File: config.mk
export PLATFORM = sky130hd
export DESIGN_NAME = pe_traffic_node
export DESIGN_NICKNAME = d
export VERILOG_FILES = /design/src/rtl/noc_pkg.sv /design/src/rtl/traffic_rx_checker.sv /design/src/rtl/pe_traffic_node.sv
export SDC_FILE = /design/constraint.sdc
export NUM_CORES = 1
export LEC_CHECK = 0
export CAP_MARGIN = 10
export CORE_ASPECT_RATIO = 0.5
export CORE_MARGIN = 3
export CORE_UTILIZATION = 40
export DETAILED_ROUTE_END_ITERATION = 12
export PLACE_DENSITY = 0.68
export SETUP_SLACK_MARGIN = 0.15
export SYNTH_ARGS = -nofsm -noshare
export SYNTH_HDL_FRONTEND = slang
export SYNTH_SLANG_ARGS = --single-unit
File: constraint.sdc
create_clock -name clk -period 11.8 [get_ports clk]
set_input_delay 2.36 -clock clk [delete_from_list [all_inputs] [get_ports clk]]
set_output_delay 2.36 -clock clk [all_outputs]
set_load 0.01 [all_outputs]
File: src/rtl/noc_pkg.sv
// Shared HNoC definitions: flit layout, LFSR taps, endpoint FSM states and flit helpers.
package noc_pkg;

  localparam int unsigned ADDR_W    = 4;
  localparam int unsigned NUM_NODES = 2 ** ADDR_W;
  localparam int unsigned SEQ_W     = 24;

  localparam int unsigned DEST_MSB = 31;
  localparam int unsigned DEST_LSB = 28;
  localparam int unsigned SRC_MSB  = 27;
  localparam int unsigned SRC_LSB  = 24;
  localparam int unsigned SEQ_MSB  = 23;
  localparam int unsigned SEQ_LSB  = 0;

  // Galois form of x^16 + x^14 + x^13 + x^11 + 1, right-shifting.
  localparam logic [15:0] LFSR_TAPS = 16'hB400;

  typedef enum logic [1:0] {
    StIdle,
    StGap,
    StSend,
    StDone
  } node_state_e;

  function automatic logic [31:0] make_flit(logic [3:0] dest, logic [3:0] src,
                                            logic [23:0] seq);
    return {dest, src, seq};
  endfunction

  function automatic logic [15:0] lfsr_next(logic [15:0] cur);
    return {1'b0, cur[15:1]} ^ (cur[0] ? LFSR_TAPS : 16'h0000);
  endfunction

endpackage

File: src/rtl/traffic_rx_checker.sv
// Per-source expected-sequence table; flags a received flit that is misaddressed or out of order.
module traffic_rx_checker #(
  parameter int unsigned ADDRESS = 0
) (
  input  logic        clk,
  input  logic        rst,
  input  logic        i_valid,
  input  logic [31:0] i_flit,
  output logic        o_err
);
  import noc_pkg::*;

  localparam logic [3:0] OwnAddr = 4'(ADDRESS);

  logic [SEQ_W-1:0] exp_q [NUM_NODES];
  logic [SEQ_W-1:0] exp_d [NUM_NODES];
  logic [3:0]       dest;
  logic [3:0]       src;
  logic [SEQ_W-1:0] seq;

  assign dest = i_flit[DEST_MSB:DEST_LSB];
  assign src  = i_flit[SRC_MSB:SRC_LSB];
  assign seq  = i_flit[SEQ_MSB:SEQ_LSB];

  // Every flit resynchronises its source entry, so one gap costs exactly one error.
  always_comb begin
    exp_d = exp_q;
    if (i_valid) begin
      exp_d[src] = seq + SEQ_W'(1);
    end
  end

  always_ff @(posedge clk or posedge rst) begin
    if (rst) begin
      for (int i = 0; i < NUM_NODES; i++) begin
        exp_q[i] <= '0;
      end
    end else begin
      exp_q <= exp_d;
    end
  end

  assign o_err = i_valid && ((dest != OwnAddr) || (seq != exp_q[src]));

endmodule

File: src/rtl/pe_traffic_node.sv
// HNoC processing-element endpoint: rate-limited random-destination injector plus flit sink.
// Define RX_CHECK_EN to add the received-flit address/sequence checker and error counter.
module pe_traffic_node #(
  parameter int unsigned ADDRESS    = 0,
  parameter int unsigned ADDR_W     = 4,
  parameter int unsigned DATA_W     = 32,
  parameter int unsigned INJ_PERIOD = 8,
  parameter int unsigned NUM_PKTS   = 100,
  parameter logic [15:0] LFSR_SEED  = 16'hACE1
) (
  input  logic              clk,
  input  logic              rst,
  input  logic              i_enable,
  input  logic [DATA_W-1:0] i_data,
  input  logic              i_data_valid,
  output logic              o_data_ready,
  output logic [DATA_W-1:0] o_data,
  output logic              o_data_valid,
  input  logic              i_data_ready,
  output logic [31:0]       o_tx_count,
  output logic [31:0]       o_rx_count,
  output logic              o_done,
  output logic [15:0]       o_err_count
);
  import noc_pkg::*;

  localparam logic [ADDR_W-1:0] OwnAddr = ADDR_W'(ADDRESS);
  localparam logic [15:0] LfsrInit   = LFSR_SEED ^ 16'(ADDRESS);
  // Cycles spent in StGap are GapLoad + 1 = INJ_PERIOD - 1.
  localparam logic [31:0] GapLoad    = (INJ_PERIOD >= 2) ? 32'(INJ_PERIOD - 2) : 32'd0;
  localparam logic [31:0] LastIdx    = (NUM_PKTS == 0) ? 32'd0 : 32'(NUM_PKTS - 1);
  localparam bit          BackToBack = (INJ_PERIOD <= 1);
  localparam bit          Limited    = (NUM_PKTS != 0);

  node_state_e      state_q, state_d;
  logic [31:0]      gap_q, gap_d;
  logic [15:0]      lfsr_q, lfsr_d;
  logic [SEQ_W-1:0] seq_q, seq_d;
  logic [31:0]      tx_q, tx_d;
  logic [31:0]      rx_q, rx_d;
  logic             ready_q, ready_d;
  logic [ADDR_W-1:0] dest;
  logic             rx_fire;

  assign rx_fire = i_data_valid && ready_q;
  assign dest    = (lfsr_q[ADDR_W-1:0] == OwnAddr) ? lfsr_q[ADDR_W-1:0] + ADDR_W'(1)
                                                   : lfsr_q[ADDR_W-1:0];

  always_comb begin
    state_d = state_q;
    gap_d   = gap_q;
    lfsr_d  = lfsr_q;
    seq_d   = seq_q;
    tx_d    = tx_q;
    unique case (state_q)
      StIdle: begin
        if (i_enable) begin
          gap_d   = GapLoad;
          state_d = BackToBack ? StSend : StGap;
        end
      end
      StGap: begin
        if (!i_enable) begin
          state_d = StIdle;
        end else if (gap_q == 32'd0) begin
          state_d = StSend;
        end else begin
          gap_d = gap_q - 32'd1;
        end
      end
      StSend: begin
        // i_enable is only honoured once the pending flit has been taken.
        if (i_data_ready) begin
          lfsr_d = lfsr_next(lfsr_q);
          seq_d  = seq_q + SEQ_W'(1);
          tx_d   = tx_q + 32'd1;
          gap_d  = GapLoad;
          if (Limited && (tx_q == LastIdx)) begin
            state_d = StDone;
          end else if (!i_enable) begin
            state_d = StIdle;
          end else begin
            state_d = BackToBack ? StSend : StGap;
          end
        end
      end
      StDone: begin
        state_d = StDone;
      end
      default: begin
        state_d = StIdle;
      end
    endcase
  end

  always_comb begin
    rx_d    = rx_q + 32'(rx_fire);
    ready_d = 1'b1;
  end

  always_ff @(posedge clk or posedge rst) begin
    if (rst) begin
      state_q <= StIdle;
      gap_q   <= '0;
      lfsr_q  <= LfsrInit;
      seq_q   <= '0;
      tx_q    <= '0;
      rx_q    <= '0;
      ready_q <= 1'b0;
    end else begin
      state_q <= state_d;
      gap_q   <= gap_d;
      lfsr_q  <= lfsr_d;
      seq_q   <= seq_d;
      tx_q    <= tx_d;
      rx_q    <= rx_d;
      ready_q <= ready_d;
    end
  end

  always_comb begin
    o_data_valid = (state_q == StSend);
    o_data       = o_data_valid ? DATA_W'(make_flit(dest, OwnAddr, seq_q)) : '0;
  end

  assign o_data_ready = ready_q;
  assign o_tx_count   = tx_q;
  assign o_rx_count   = rx_q;
  assign o_done       = (state_q == StDone);

`ifdef RX_CHECK_EN
  logic        rx_err;
  logic [15:0] err_q, err_d;

  traffic_rx_checker #(
    .ADDRESS(ADDRESS)
  ) u_rx_checker (
    .clk    (clk),
    .rst    (rst),
    .i_valid(rx_fire),
    .i_flit (i_data[31:0]),
    .o_err  (rx_err)
  );

  always_comb begin
    err_d = err_q;
    if (rx_err && (err_q != 16'hFFFF)) begin
      err_d = err_q + 16'd1;
    end
  end

  always_ff @(posedge clk or posedge rst) begin
    if (rst) begin
      err_q <= '0;
    end else begin
      err_q <= err_d;
    end
  end

  assign o_err_count = err_q;
`else
  logic unused_rx_data;
  assign unused_rx_data = ^i_data;
  assign o_err_count    = '0;
`endif

endmodule

== Word level (Yosys, flattened, before mapping) ==
Index checks and enable logic that the tools add are counted.

* Flip-flop bits (word level): 139
* Latch bits: 0
* Bits in writable memories: 0
* Bits in read-only memories: 0
* Input bits: 37
* Output and inout bits: 115
* Word-level logic and storage cells: 45
* Memories: 0

* Add/subtract/negate cells: 5
* $mul: 0
* Divide/modulo/power cells: 0
* $lt $le $gt $ge: 0
* Eq/ne operators: 9
* Shift operators: 0
* Mux-type cells: 15
* Bitwise gates (word level): 1
* Reduce and logical (&&, ||, !) cells: 8

{| class="wikitable"
|+ Operators with widths
! operator !! count
|-
| 2-to-1 mux 32 bit || 5
|-
| one-hot mux 32 bit (3 select lines) || 1
|-
| adder 32 x 1 -> 32 bit || 1
|-
| adder 32 x 1 -> 32 bit (second input constant) || 1
|-
| == test 32 x 7 -> 1 bit (second input constant) || 1
|-
| logical NOT 32 bit || 1
|-
| subtractor 32 x 1 -> 32 bit (second input constant) || 1
|-
| adder 24 x 1 -> 24 bit (second input constant) || 1
|-
| 2-to-1 mux 16 bit || 1
|-
| XOR 15 x 16 -> 16 bit || 1
|-
| 2-to-1 mux 2 bit || 5
|-
| one-hot mux 2 bit (4 select lines) || 1
|-
| != test 2 bit (second input constant) || 3
|-
| AND reduction 5 bit || 1
|-
| adder 4 x 1 -> 4 bit (second input constant) || 1
|-
| == test 2 bit (second input constant) || 2
|-
| logical NOT 4 bit || 1
|-
| 2-to-1 mux 4 bit || 1
|-
| != test 3 bit (second input constant) || 1
|-
| AND reduction 3 bit || 1
|-
| nonzero test 3 bit || 1
|-
| == test 2 x 1 -> 1 bit (second input constant) || 1
|-
| logical NOT 2 bit || 1
|-
| != test 2 x 1 -> 1 bit (second input constant) || 1
|-
| 3 further kinds || 3
|}

== Longest topological paths before layout ==
* Depth in word-level cells: 4
* Gate-level depth with buffers: 8

== Least setup slack after synthesis ==
Ideal clock, no wire load.

* Path kind: input to register
* Start: in i_data_valid
* End: reg rx_q[22], in the netlist o_rx_count[22]
* Library setup time: 125 ps
* Data arrival time: 3961 ps
* Setup slack: 7714 ps
* Stages: 8
* Buffers on the path: 0
* Path through: and2_1 > ha_1 > ha_1 > nand3_1 > nor3_1 > nor2b_1 > nand4_1 > xnor2_1

* Word-level cells in the longest chain between the ends: 2

{| class="wikitable"
|+ Ends and longest elaborated chain
! item !! RTL line !! RTL
|-
| start: declaration || pe_traffic_node.sv:15 || <nowiki>input logic i_data_valid,</nowiki>
|-
| logical AND 1 bit || pe_traffic_node.sv:45 || <nowiki>assign rx_fire = i_data_valid && ready_q;</nowiki>
|-
| adder 32 x 1 -> 32 bit || pe_traffic_node.sv:97 || <nowiki>rx_d = rx_q + 32'(rx_fire);</nowiki>
|-
| net rx_d[22] || pe_traffic_node.sv:40 || <nowiki>logic [31:0] rx_q, rx_d;</nowiki>
|-
| end signal: assignment || pe_traffic_node.sv:116 || <nowiki>rx_q <= rx_d;</nowiki>
|-
| end: declaration || pe_traffic_node.sv:40 ||
|}

The timed path passes the listed nets, and every way through them passes these cells.
A chain may end at the register's enable or synchronous reset.

== Worst setup path after layout ==
* Start: in i_data_ready
* End: reg seq_q[20]

* Word-level cells in the longest chain between the ends: 1

{| class="wikitable"
|+ Ends and longest elaborated chain
! item !! RTL line !! RTL
|-
| start: declaration || pe_traffic_node.sv:19 || <nowiki>input logic i_data_ready,</nowiki>
|-
| AND reduction 2 bit (no line) || n/a ||
|-
| end signal: assignment || pe_traffic_node.sv:114 || <nowiki>seq_q <= seq_d;</nowiki>
|-
| end: declaration || pe_traffic_node.sv:38 || <nowiki>logic [SEQ_W-1:0] seq_q, seq_d;</nowiki>
|}

Every way passes these cells.

==> impl_metrics.toml <==
[floorplan]
core.rowCount = 33
die_w_microns = 192
chipHeight_microns = 98.8
core_area_sq_um = 16600
dieArea_sq_um = 18900
num_io_pins = 152
start_util = 0.414

[placed_design]
io_buffers = 99
place_congestion = 0.822
hpwlAfterDp_mm = 10.5
place_area_sq_um = 8030
pre_cts_slack_ns = 6.55

[logic_synthesis]
synth_commonest_cells = "dfrtp_1, nand2_1, nor2_1, xnor2_1"
synth_top_cell_by_area = "dfrtp_1"
synthAdderAreaFrac = 0.0127
avgSynthCellArea_sq_um = 9.93
yosysMostFrequentCell = "dfrtp_1"
synthXorXnorAreaFrac = 0.127
synthSimpleGateAreaFrac = 0.238
yosysSeqAreaShare = 0.506
yosys-mux-area-fraction = 0
yosysWarningCount = 0
synth_top_family_by_area = "simple AND/OR/NAND/NOR gates"
ys.flop_type = "dfrtp_1"
ys_seq_elements = 139
synth_top_cells_by_area = "dfrtp_1, xnor2_1, nand2_1"
yosys.cell_types.count = 51
synth.top_cell.area_share = 0.475
synth_cells = 694
synth_compound_area_frac = 0.0684
syn-cell-area_sq_um = 6890
async_reset_ff_frac = 1.00
synth_edf_count = 0

[setup_path]
rr_startpoint = "gap_q[20]"
r2r_cells = 5
cp-end-kind = "register"
arrival_ns = 5.13
critPathMaxFanout = 24
critPathRequiredTime_ns = 12.14
worstSetupPathType = "in2reg"
r2r_slack_ns = 8.40
r2r-end = "gap_q[27]"
cp-start-kind = "primary input"

[final_layout]
seqCellArea_sq_um = 3490
multiInputGateArea_sq_um = 3160
final_nets = 836
final_area_sq_um = 8660
final_util = 0.521
drive_gt1_frac = 0.0658
antenna_cells = 0
syn2layout_area_growth_pct = 25.6
nFillCells = 1480

[power]
p_clk_frac = 0.462
power_leakage_nw = 3.92
vdd_drop_max_uv = 100
seqPwrFrac = 0.434
power.total_w = 0.00123
cellPowerDensity_nw_per_um2 = 142
netSwitchingPower_w = 0.000309
switching_share = 0.252
internal_power_w = 0.000920
power_frac_comb = 0.104

[timing]
final_max_slew_viol_count = 0
hold_viol_final = 0
min_period_ns = 4.80
setup_viol = 0
worstMarginPinSlew_ns = 1.01
clock.fmax_mhz = 208
skew_ns = 0.00675
setup_slack_ns = 7.00
timing.setup.tns_ns = 0
rsz0062_at_grt = "false"
finalCritPeriodShare = 0.407
relSlewSlack = 0.327

[detailed_routing]
ant_nets = 0
drc_errors = 0
vias_per_cell = 5.11
drtIter0Drc = 232
drt-wirelength-per-cell_microns = 14.3
firstDrtPassIters = 5
vias = 5275
routed_wirelength_mm = 14.8

[flow_run]
max_cap_viol_count = 0

[cts]
cts_root_buf = "clkbuf_16"
clkSinkCount = 139
cts.clk_slew.worst_paths_ns = 0.06
clk_path_buf_depth = 2
cts_tree = "built"
cts_buffers = 17
htreeDepth = 4
cts_resized = 0
clk_latency_ns = 0.41
post_cts_buffers = 0
ctsHoldBuffers = 0

[run_status]
outcome = "finished clean"

[worst_hold_path]
hp-start = "lfsr_q[6]"
holdCritPathClass = "reg2reg"
min_delay_path_depth = 2
hold_end = "lfsr_q[5]"

[grt]
grt_pass1_wl_mm = 25.4
grt_usage = 0.164
grt_max_degree = 92
antenna_found_initial = 0
overflow = 0
grt_pass1_vias = 5060
-- final cells by class --
cell class | instances | share of cell area
sequential | 139 | 0.403
multi-input combinational | 510 | 0.365
timing repair buffer | 101 | 0.116
clock buffer | 19 | 0.0511
tap | 227 | 0.0328
clock inverter | 13 | 0.0221
inverter | 23 | 0.0105
-- cell families (layout without fill, tap and decap cells) --
group | Yosys count | after routing
AOI/OAI and AO/OA | 72 | 72
adders and majority gates | 7 | 7
xor gates and xnor gates | 100 | 100
and+or+nand+nor | 310 | 310
buffers and inverters | 64 | 156
DFF | 139 | 139
other | 2 | 21
-- worst max-delay path: stages --
cell and delay, ns:
clkdlybuf4s50_1 0.56, and3b_1 0.72, nand4_1 0.36, or4_1 0.69, nor3_1 0.27, xor2_1 0.16
-- cells in the final DEF, fill, tap and decap left out, drive strengths merged, types with 3 or more instances in the layout --
master and count:
bufinv 4, o21ai 29, o31ai 5, nor3 19, o211ai 4, a21oi 9, a31oi 4, or3 5
nand3 36, nor2 64, clkdlybuf4s50 99, clkbuf 19, ha 7, dfstp 8, nand2 85, dfrtp 131
nor4 16, or4 5, and3 27, xor2 36, clkinv 4, clkinvlp 3, nand4 24, and2 6
xnor2 64, and4 13, conb 21, inv 25, o41ai 4
-- worst max path at each step --
stage | start | to | cells past startpoint
2_1_floorplan | rst | gap_q[0] | 1
3_3_place_gp | i_data_ready | seq_q[20] | 6
3_5_place_dp | i_data_ready | seq_q[20] | 6
4_1_cts | i_data_ready | seq_q[20] | 6
5_1_grt | state_q[0] | o_data[28] | 4
6_report | i_data_ready | seq_q[20] | 6
-- flip-flops by register name, summed over array words and instances (netlist names) --
register / cells
gap_q: 32
o_rx_count: 32
o_tx_count: 32
seq_q: 24
lfsr_q: 16
state_q: 2
o_data_ready: 1
-- per-layer routing --
metal,part of all wire,GRT usage,up-vias
met2,0.45,0.252,117
met5,0,0,-
met1,0.50,0.231,2568
met3,0.039,0.0377,19
met4,0.012,0.0524,0
li1,-,-,2571
-- power by group through the flow --
stage               combinational [W]  clock, W  sequential, W
floorplan                   0.0000845         0       0.000540
global placement             0.000125         0       0.000541
detailed placement           0.000129         0       0.000542
CTS                          0.000130  0.000579       0.000534
global route                 0.000144  0.000601       0.000539
finish                       0.000128  0.000567       0.000534
-- metrics by stage --
stage          hold WS, ns  std cells
2_1_floorplan        0.435        713
3_3_place_gp         0.449       1000
5_1_grt              0.470       1032
4_1_cts              0.445       1032
6_report             0.449       1032
3_5_place_dp         0.442       1000
(Power assumes the default switching activity.)
